<file path="config.mk">
export PLATFORM = sky130hd
export DESIGN_NAME = nibble_serial_adder
export DESIGN_NICKNAME = d
export VERILOG_FILES = /design/src/rtl/arith_pkg.sv /design/src/rtl/add4_slice.sv /design/src/rtl/nibble_serial_adder.sv
export SDC_FILE = /design/constraint.sdc
export NUM_CORES = 1
export LEC_CHECK = 0
export ABC_AREA = 1
export BUFFER_PORTS_ARGS = -buffer_cell sky130_fd_sc_hd__buf_2
export CAP_MARGIN = 15
export CORE_UTILIZATION = 55
export CTS_BUF_LIST = sky130_fd_sc_hd__clkbuf_2
export DETAILED_ROUTE_END_ITERATION = 8
export PLACE_DENSITY_LB_ADDON = 0.08
export SETUP_SLACK_MARGIN = 0.5
export SLEW_MARGIN = 20
export SYNTH_ARGS = -nofsm -noshare
export SYNTH_HDL_FRONTEND = slang
export SYNTH_SLANG_ARGS = --single-unit
</file>
<file path="constraint.sdc">
create_clock -name clk -period 2.5 [get_ports clk]
set_clock_uncertainty 0.15 [all_clocks]
set_input_delay 0.25 -clock clk [delete_from_list [all_inputs] [get_ports clk]]
set_output_delay 0.25 -clock clk [all_outputs]
set_load 0.01 [all_outputs]
</file>
<file path="src/rtl/arith_pkg.sv">
// arith_pkg: definitions shared by the nibble-serial arithmetic blocks.
//   state_t      - control FSM states (IDLE, RUN, DONE)
//   NIBBLE_W     - width of one serial slice step (4 bits)
//   nibbles_for  - number of slice steps needed for a given operand width
package arith_pkg;

  typedef enum logic [1:0] {
    IDLE = 2'd0,
    RUN  = 2'd1,
    DONE = 2'd2
  } state_t;

  localparam int unsigned NIBBLE_W = 4;

  function automatic int unsigned nibbles_for(input int unsigned width);
    return width / NIBBLE_W;
  endfunction

endpackage

</file>
<file path="src/rtl/add4_slice.sv">
// add4_slice: purely combinational 4-bit carry-select adder slice.
//   x, y : 4-bit addends
//   ci   : carry in
//   s    : 4-bit sum
//   co   : carry out
// Both carry-in cases are computed up front and ci only drives the final
// select, keeping the carry input off the adder's internal ripple path.
module add4_slice (
  input  logic [3:0] x,
  input  logic [3:0] y,
  input  logic       ci,
  output logic [3:0] s,
  output logic       co
);

  logic [4:0] r0;
  logic [4:0] r1;

  always_comb begin
    r0 = {1'b0, x} + {1'b0, y};
    r1 = {1'b0, x} + {1'b0, y} + 5'd1;
    if (ci) begin
      s  = r1[3:0];
      co = r1[4];
    end else begin
      s  = r0[3:0];
      co = r0[4];
    end
  end

endmodule

</file>
<file path="src/rtl/nibble_serial_adder.sv">
// nibble_serial_adder: adds two WIDTH-bit operands 4 bits per clock using a
// single add4_slice, with the inter-nibble carry held in a register.
// Result latency is WIDTH/4 cycles from the accepting edge.
//
// Parameters:
//   WIDTH      operand/sum width, multiple of 4 and >= 4 (default 16)
// Ports:
//   clk, rst_n           clock, asynchronous active-low reset
//   in_valid, in_ready   operand handshake (a, b, cin captured on accept)
//   a, b, cin            operands and carry into nibble 0
//   out_valid, out_ready result handshake
//   sum, cout            registered result a+b+cin mod 2^WIDTH, carry out
//   busy                 high while an operation is in RUN or DONE
// Build option:
//   NIBBLE_SERIAL_ADDER_SUB_EN adds input 'sub'; when set on accept the
//   block computes a-b (B inverted, carry forced to 1, cin ignored) and
//   cout=1 means no borrow.
module nibble_serial_adder
  import arith_pkg::*;
#(
  parameter int unsigned WIDTH = 16
) (
  input  logic             clk,
  input  logic             rst_n,
  input  logic             in_valid,
  output logic             in_ready,
  input  logic [WIDTH-1:0] a,
  input  logic [WIDTH-1:0] b,
  input  logic             cin,
`ifdef NIBBLE_SERIAL_ADDER_SUB_EN
  input  logic             sub,
`endif
  output logic             out_valid,
  input  logic             out_ready,
  output logic [WIDTH-1:0] sum,
  output logic             cout,
  output logic             busy
);

  localparam int unsigned NIBBLES = nibbles_for(WIDTH);
  localparam int unsigned IDX_W   = (NIBBLES > 1) ? $clog2(NIBBLES) : 1;
  localparam logic [IDX_W-1:0] LAST_IDX = IDX_W'(NIBBLES - 1);

  state_t           state;
  state_t           state_next;
  logic [WIDTH-1:0] a_q;
  logic [WIDTH-1:0] b_q;
  logic [WIDTH-1:0] sum_q;
  logic             carry_q;
  logic [IDX_W-1:0] idx_q;

  logic [WIDTH-1:0] b_in;
  logic             c_in;
  logic [3:0]       slice_s;
  logic             slice_co;
  logic [WIDTH+NIBBLE_W-1:0] sum_cat;
  logic [WIDTH-1:0] sum_shift;

  add4_slice u_slice (
    .x  (a_q[3:0]),
    .y  (b_q[3:0]),
    .ci (carry_q),
    .s  (slice_s),
    .co (slice_co)
  );

  // Operand conditioning at capture time.
  always_comb begin
`ifdef NIBBLE_SERIAL_ADDER_SUB_EN
    b_in = sub ? ~b : b;
    c_in = sub ? 1'b1 : cin;
`else
    b_in = b;
    c_in = cin;
`endif
  end

  // New nibble enters at the top; after NIBBLES steps the first nibble
  // has walked down to bit 0. Concatenate-then-slice keeps this valid
  // for WIDTH=4, where there is nothing below the new nibble.
  always_comb begin
    sum_cat   = {slice_s, sum_q};
    sum_shift = sum_cat[WIDTH+NIBBLE_W-1:NIBBLE_W];
  end

  always_comb begin
    state_next = state;
    case (state)
      IDLE:    if (in_valid)          state_next = RUN;
      RUN:     if (idx_q == LAST_IDX) state_next = DONE;
      DONE:    if (out_ready)         state_next = IDLE;
      default:                        state_next = IDLE;
    endcase
  end

  always_ff @(posedge clk or negedge rst_n) begin
    if (!rst_n) begin
      state   <= IDLE;
      a_q     <= '0;
      b_q     <= '0;
      sum_q   <= '0;
      carry_q <= 1'b0;
      idx_q   <= '0;
    end else begin
      state <= state_next;
      case (state)
        IDLE: begin
          if (in_valid) begin
            a_q     <= a;
            b_q     <= b_in;
            carry_q <= c_in;
            idx_q   <= '0;
          end
        end
        RUN: begin
          sum_q   <= sum_shift;
          carry_q <= slice_co;
          a_q     <= a_q >> NIBBLE_W;
          b_q     <= b_q >> NIBBLE_W;
          idx_q   <= idx_q + 1'b1;
        end
        default: ;
      endcase
    end
  end

  assign in_ready  = (state == IDLE);
  assign out_valid = (state == DONE);
  assign busy      = (state != IDLE);
  assign sum       = sum_q;
  assign cout      = carry_q;

endmodule
</file>
==> metrics.cfg, run 1 <==
[global_routing]
grt_max_degree = 37
grt_pass1_wl_mm = 9.04
grt_overflow = 0
grt_usage = 0.267
antenna_found_initial = 0
grt_pass1_vias = 2023

[sta]
max_freq_mhz = 484
timing.final.max_slew_violations = 0
finalHoldViolCount = 0
period_share = 0.827
fin_tns_setup_ns = 0
tightest_slew_ns = 0.633
setup_viol = 0
rsz0062_at_grt = true
timing.final.ws_setup_ns = 0.433
fin_worst_hold_slack_ns = 0.163
relSlewSlack = 0.578
fin_crit_ns = 2.07

[synth]
ys_seq_area_frac = 0.542
syn-num-nets = 317
synth_top_area_cell = dfrtp_1
synth.distinct_cells = 23
ys_warn_count = 0
synth_seq_cells = 53
syn-cell-area_mm2 = 0.00245
synth_cells = 273
synth_top_area_share = 0.542
postSynthAreaPerCell_um2 = 8.96
synthTopCellsByArea = dfrtp_1 (54%), nand2_1 (10%), a21oi_1 (5.3%), o21ai_1 (4.9%), nor2_1 (4.9%)

[floorplanning]
die_w_um = 68.7
dieArea_mm2 = 0.00472
io_pins = 57
start_util = 0.590
num_rows = 23
die_y_um = 68.7
core_area_mm2 = 0.00414

[worst_setup_path]
path_cells = ha_2, fa_1, ha_2, nand2_2, nor2_4, nand4_1, nand2_1, nand2_1, nand2_1, nand2_1
rrSetupSlack_ns = 0.43
critical_path.max_fanout = 3
end_kind = flop
worstSetupPathType = flop to flop
cp-start-kind = flop
slowest_delay_ns = 0.52
critical-path-top-delay-family = adder cells
cp.required_ns = 2.72
crit_top_cell = nand2_1
slowest_stage = fa_1
critPathBufInv = 0
cp.arrival_ns = 2.29

[placement]
dp.cells = 370
dpl_cell_area_mm2 = 0.00274
dp_hpwl_mm = 3.55
gp_congestion = 0.849
portBuffers = 56
post-place-ws_ns = 0.378

[cells_and_area]
syn2layout_area_growth_pct = 29.6
layout_common_cells = nand2_1 (64), buf_2 (56), dfrtp_1 (53)
layout_commonest_cell = nand2_1
drive_gt1_frac = 0.221
layout.nets = 410
stdcell_area_mm2 = 0.00317
finalNonFillerCells = 416
fin_util = 0.765
antenna_cells = 0

[routing]
drtIter0Drc = 233
routedWlPerCell_um = 14.0
ant_nets = 0
firstDrtPassIters = 5
drc = 0
wirelength_mm = 5.81
routed_via_density = 5.40
vias = 2246

[cts]
cts-root-buf = clkbuf_2
clkSinkCount = 53
clk_pin_slew_ns = 0.24
cts_tree = built
worstSkewPairLatency_ns = 0.44
htreeDepth = 2
cts_buffers = 5
clk_path_buf_depth = 2

[pwr]
power.total_mw = 4.29
p_per_area_mw_per_mm2 = 1350
p_leak_nw = 1.59
peakVddDrop_mv = 0.757

[hold_path]
hold_class = primary input to asynchronous set/reset pin

[job]
cap_violations = 0

[outcome]
status = complete, no violations

## layer usage
| layer | track usage | vias up | part of all wire |
|---|---|---|---|
| met3 | 0.0641 | 9 | 0.049 |
| met5 | 0 | - | 0 |
| met2 | 0.442 | 67 | 0.50 |
| li1 | - | 1087 | - |
| met4 | 0.102 | 0 | 0.014 |
| met1 | 0.338 | 1083 | 0.43 |
## Yosys cell counts
library cell,n
nand2_1,65
dfrtp_1,53
nor2_1,32
a21oi_1,26
o21ai_1,24
inv_1,13
o21ai_0,11
a22o_1,10
buf_2,9
ha_1,6
nand3_1,5
buf_4,4
inv_2,3
nor2_8,2
o22ai_1,2
a21o_1,1
buf_6,1
fa_1,1
nand2_2,1
nand4_1,1
nor2_4,1
nor3_1,1
o31ai_1,1
## power breakdown
part	total, mW	internal, mW	leakage [nW]	switching [mW]
combinational	2.38	0.940	0.917	1.44
sequential	1.59	1.29	0.648	0.298
clock	0.320	0.0650	0.0265	0.255
## sequential cells by signal, indices dropped and copies added (netlist names)
signal and cells:
sum 16, idx_q 2, cout 1, a_q 16, b_q 16, state 2
## logic make-up after synthesis
family,synth area share
buffers and inverters,0.0598
DFF,0.542
and+or+nand+nor,0.187
adders and majority gates,0.0389
AOI/OAI and AO/OA,0.172
## what timing repair did
action	in CTS	in global routing
setup buffers	1	1
pin swaps	1	2
hold endpoints to repair	61	0
gates cloned	0	1
resized for setup	2	3
endpoints found under the setup margin	2	18
hold buffers	36	0
## final timing paths
path / start / endpoint / depth (start not counted)
worst min register to register: sum[3] / sum[3] / 2
worst min-delay path: rst_n / sum[0] / 2
worst max-delay path: a_q[0] / cout / 10
max in group asynchronous: rst_n / a_q[4] / 3
min in group clk: out_ready / state[1] / 3
worst max register to register: a_q[0] / cout / 10
## final cells by class
cell class | instances | area (um^2)
Inverter | 16 | 60.1
Tap cell | 50 | 62.6
Clock buffer | 6 | 30.0
Clock inverter | 1 | 3.75
Fill cell | 332 | 973
Multi-Input combinational cell | 191 | 995
Timing Repair Buffer | 99 | 693
Sequential cell | 53 | 1330
Note: power is estimated with default switching activity, not from simulation.
==> run 2, diff against run 1 <==
Clock period 2.5 ns to 2.11 ns, I/O delays scaled along.
==> metrics.cfg, run 2 (same netlist as run 1, synthesis figures left out) <==
[pwr]
peakVddDrop_mv = 0.978
p_leak_nw = 1.76
p_per_area_mw_per_mm2 = 1760

[floorplanning]
die_w_um = 68.7
start_util = 0.590
num_rows = 23
io_pins = 57
die_y_um = 68.7
core_area_mm2 = 0.00414
dieArea_mm2 = 0.00472

[routing]
firstDrtPassIters = 4
routed_via_density = 5.58
wl_met3_um = 476
vias = 2409
wl_met2_mm = 3.68
wirelength_mm = 7.15
drtIter0Drc = 168
drc = 0
routedWlPerCell_um = 16.5
ant_nets = 0
top_layer = met4
wl_met1_mm = 2.74

[hold_path]
hold_class = primary input to asynchronous set/reset pin

[worst_setup_path]
slowest_stage = fa_2
critical_path.max_fanout = 3
crit_top_cell = nand2_1
cp.arrival_ns = 2.39
slowest_delay_ns = 0.57
worstSetupPathType = flop to flop
critPathBufInv = 0
cp.required_ns = 2.35
path_cells = ha_2, fa_2, ha_4, nand2_4, nor2_4, nand4_1, nand2_1, nand2_1, nand2_1, nand2_1
rr_worst_depth = 10
critical-path-top-delay-family = adder cells
cp-start-kind = flop
end_kind = flop
path_depth = 10

[cells_and_area]
stdcell_area_mm2 = 0.00356
finalNonFillerCells = 432
layout_common_cells = nand2_1 (60), buf_2 (55), dfrtp_1 (50)
antenna_cells = 0
drive_gt1_frac = 0.314
layout_commonest_cell = nand2_1
layout.nets = 426
n_fill_cell = 214
syn2layout_area_growth_pct = 45.4

[job]
cap_violations = 0

[outcome]
failed_checks = setup timing
status = finished, violations left

[sta]
timing.final.max_slew_violations = 0
timing.final.ws_setup_ns = -0.0332
rsz0062_at_grt = true
finalHoldViolCount = 0
tightest_slew_ns = 0.554
fin_tns_setup_ns = -0.0332
fin_worst_hold_slack_ns = 0.0558
setup_viol = 1
fin_crit_ns = 2.14
period_share = 1.02
max_freq_mhz = 467
relSlewSlack = 0.631

[cts]
cts-root-buf = clkbuf_2
clk_pin_slew_ns = 0.25
worstSkewPairLatency_ns = 0.48
clkSinkCount = 53
cts_tree = built
clk_path_buf_depth = 2
cts_buffers = 5
htreeDepth = 2

[global_routing]
grt_pass1_vias = 2173
grt_overflow = 0
grt_max_degree = 33
grt_pass1_wl_mm = 9.72
grt_usage = 0.286
antenna_found_initial = 0

[placement]
dp_hpwl_mm = 3.52
dp.cells = 370
portBuffers = 56
dpl_cell_area_mm2 = 0.00279
gp_congestion = 0.873

## run 2: cell types whose count changed in the layout (fill, tap and decap cells not counted), moves of 4 or more
cell     delta
nand2_4     +5
a21oi_1     -6
buf_12      +5
a21oi_2     +6
o21ai_2     +5
nand2_1     -4
buf_6       +6
## run 2: routing by layer
layer	global-route usage	vias up
met3	0.0773	23
met5	0	-
li1	-	1126
met4	0.0918	0
met2	0.472	104
met1	0.368	1156
## run 2: final cells by class
class | count | area, um^2 | area share
flip-flops and latches | 53 | 1330 | 0.374
multi-input cells | 191 | 1110 | 0.312
repair buffers | 115 | 953 | 0.268
inverters | 16 | 67.6 | 0.0190
well taps | 50 | 62.6 | 0.0176
clock buffers | 6 | 30.0 | 0.00844
clock inverters | 1 | 3.75 | 0.00106
## run 2: path summary, 6_finish.rpt
| check | to | startpoint | slack [ns] |
|---|---|---|---|
| max reg2reg | cout | a_q[0] | -0.03 |
| min in group clk | state[1] | out_ready | 0.29 |
| min | b_q[3] | rst_n | 0.06 |
| max in group asynchronous | state[0] | rst_n | 1.19 |
| max | cout | a_q[0] | -0.03 |
| min reg2reg | sum[3] | sum[3] | 0.35 |
## run 2: worst register-to-register path: cells and delay by family (launching register included)
kind          cells  cell delay [ns]
simple gates      7             0.54
fa+ha+maj         3             0.92
flops             1             0.44
## run 2: metrics by stage
step                setup slack, ns  power [mW]  utilization
floorplan                     0.200        3.93            -
finish                      -0.0332        6.27        0.858
global route                 -0.109        6.71        0.858
global placement              0.144        4.56        0.673
detailed placement           0.0515        4.67        0.673
CTS                          0.0482        5.37        0.788
## run 2: timing repair
action                                  4_1_cts  5_1_grt
setup buffers                                 6        8
gates cloned                                  0        5
hold buffers                                 36        0
endpoints found under the hold margin        88        0
pin swaps                                     3       11
gates resized for setup                      11       34
endpoints found under the setup margin       49       40
## run 2: power breakdown
group | internal (mW) | switching, mW | total (mW)
sequential | 1.53 | 0.394 | 1.93
clock | 0.0768 | 0.318 | 0.395
combinational | 1.74 | 2.21 | 3.94
total | 3.35 | 2.92 | 6.27
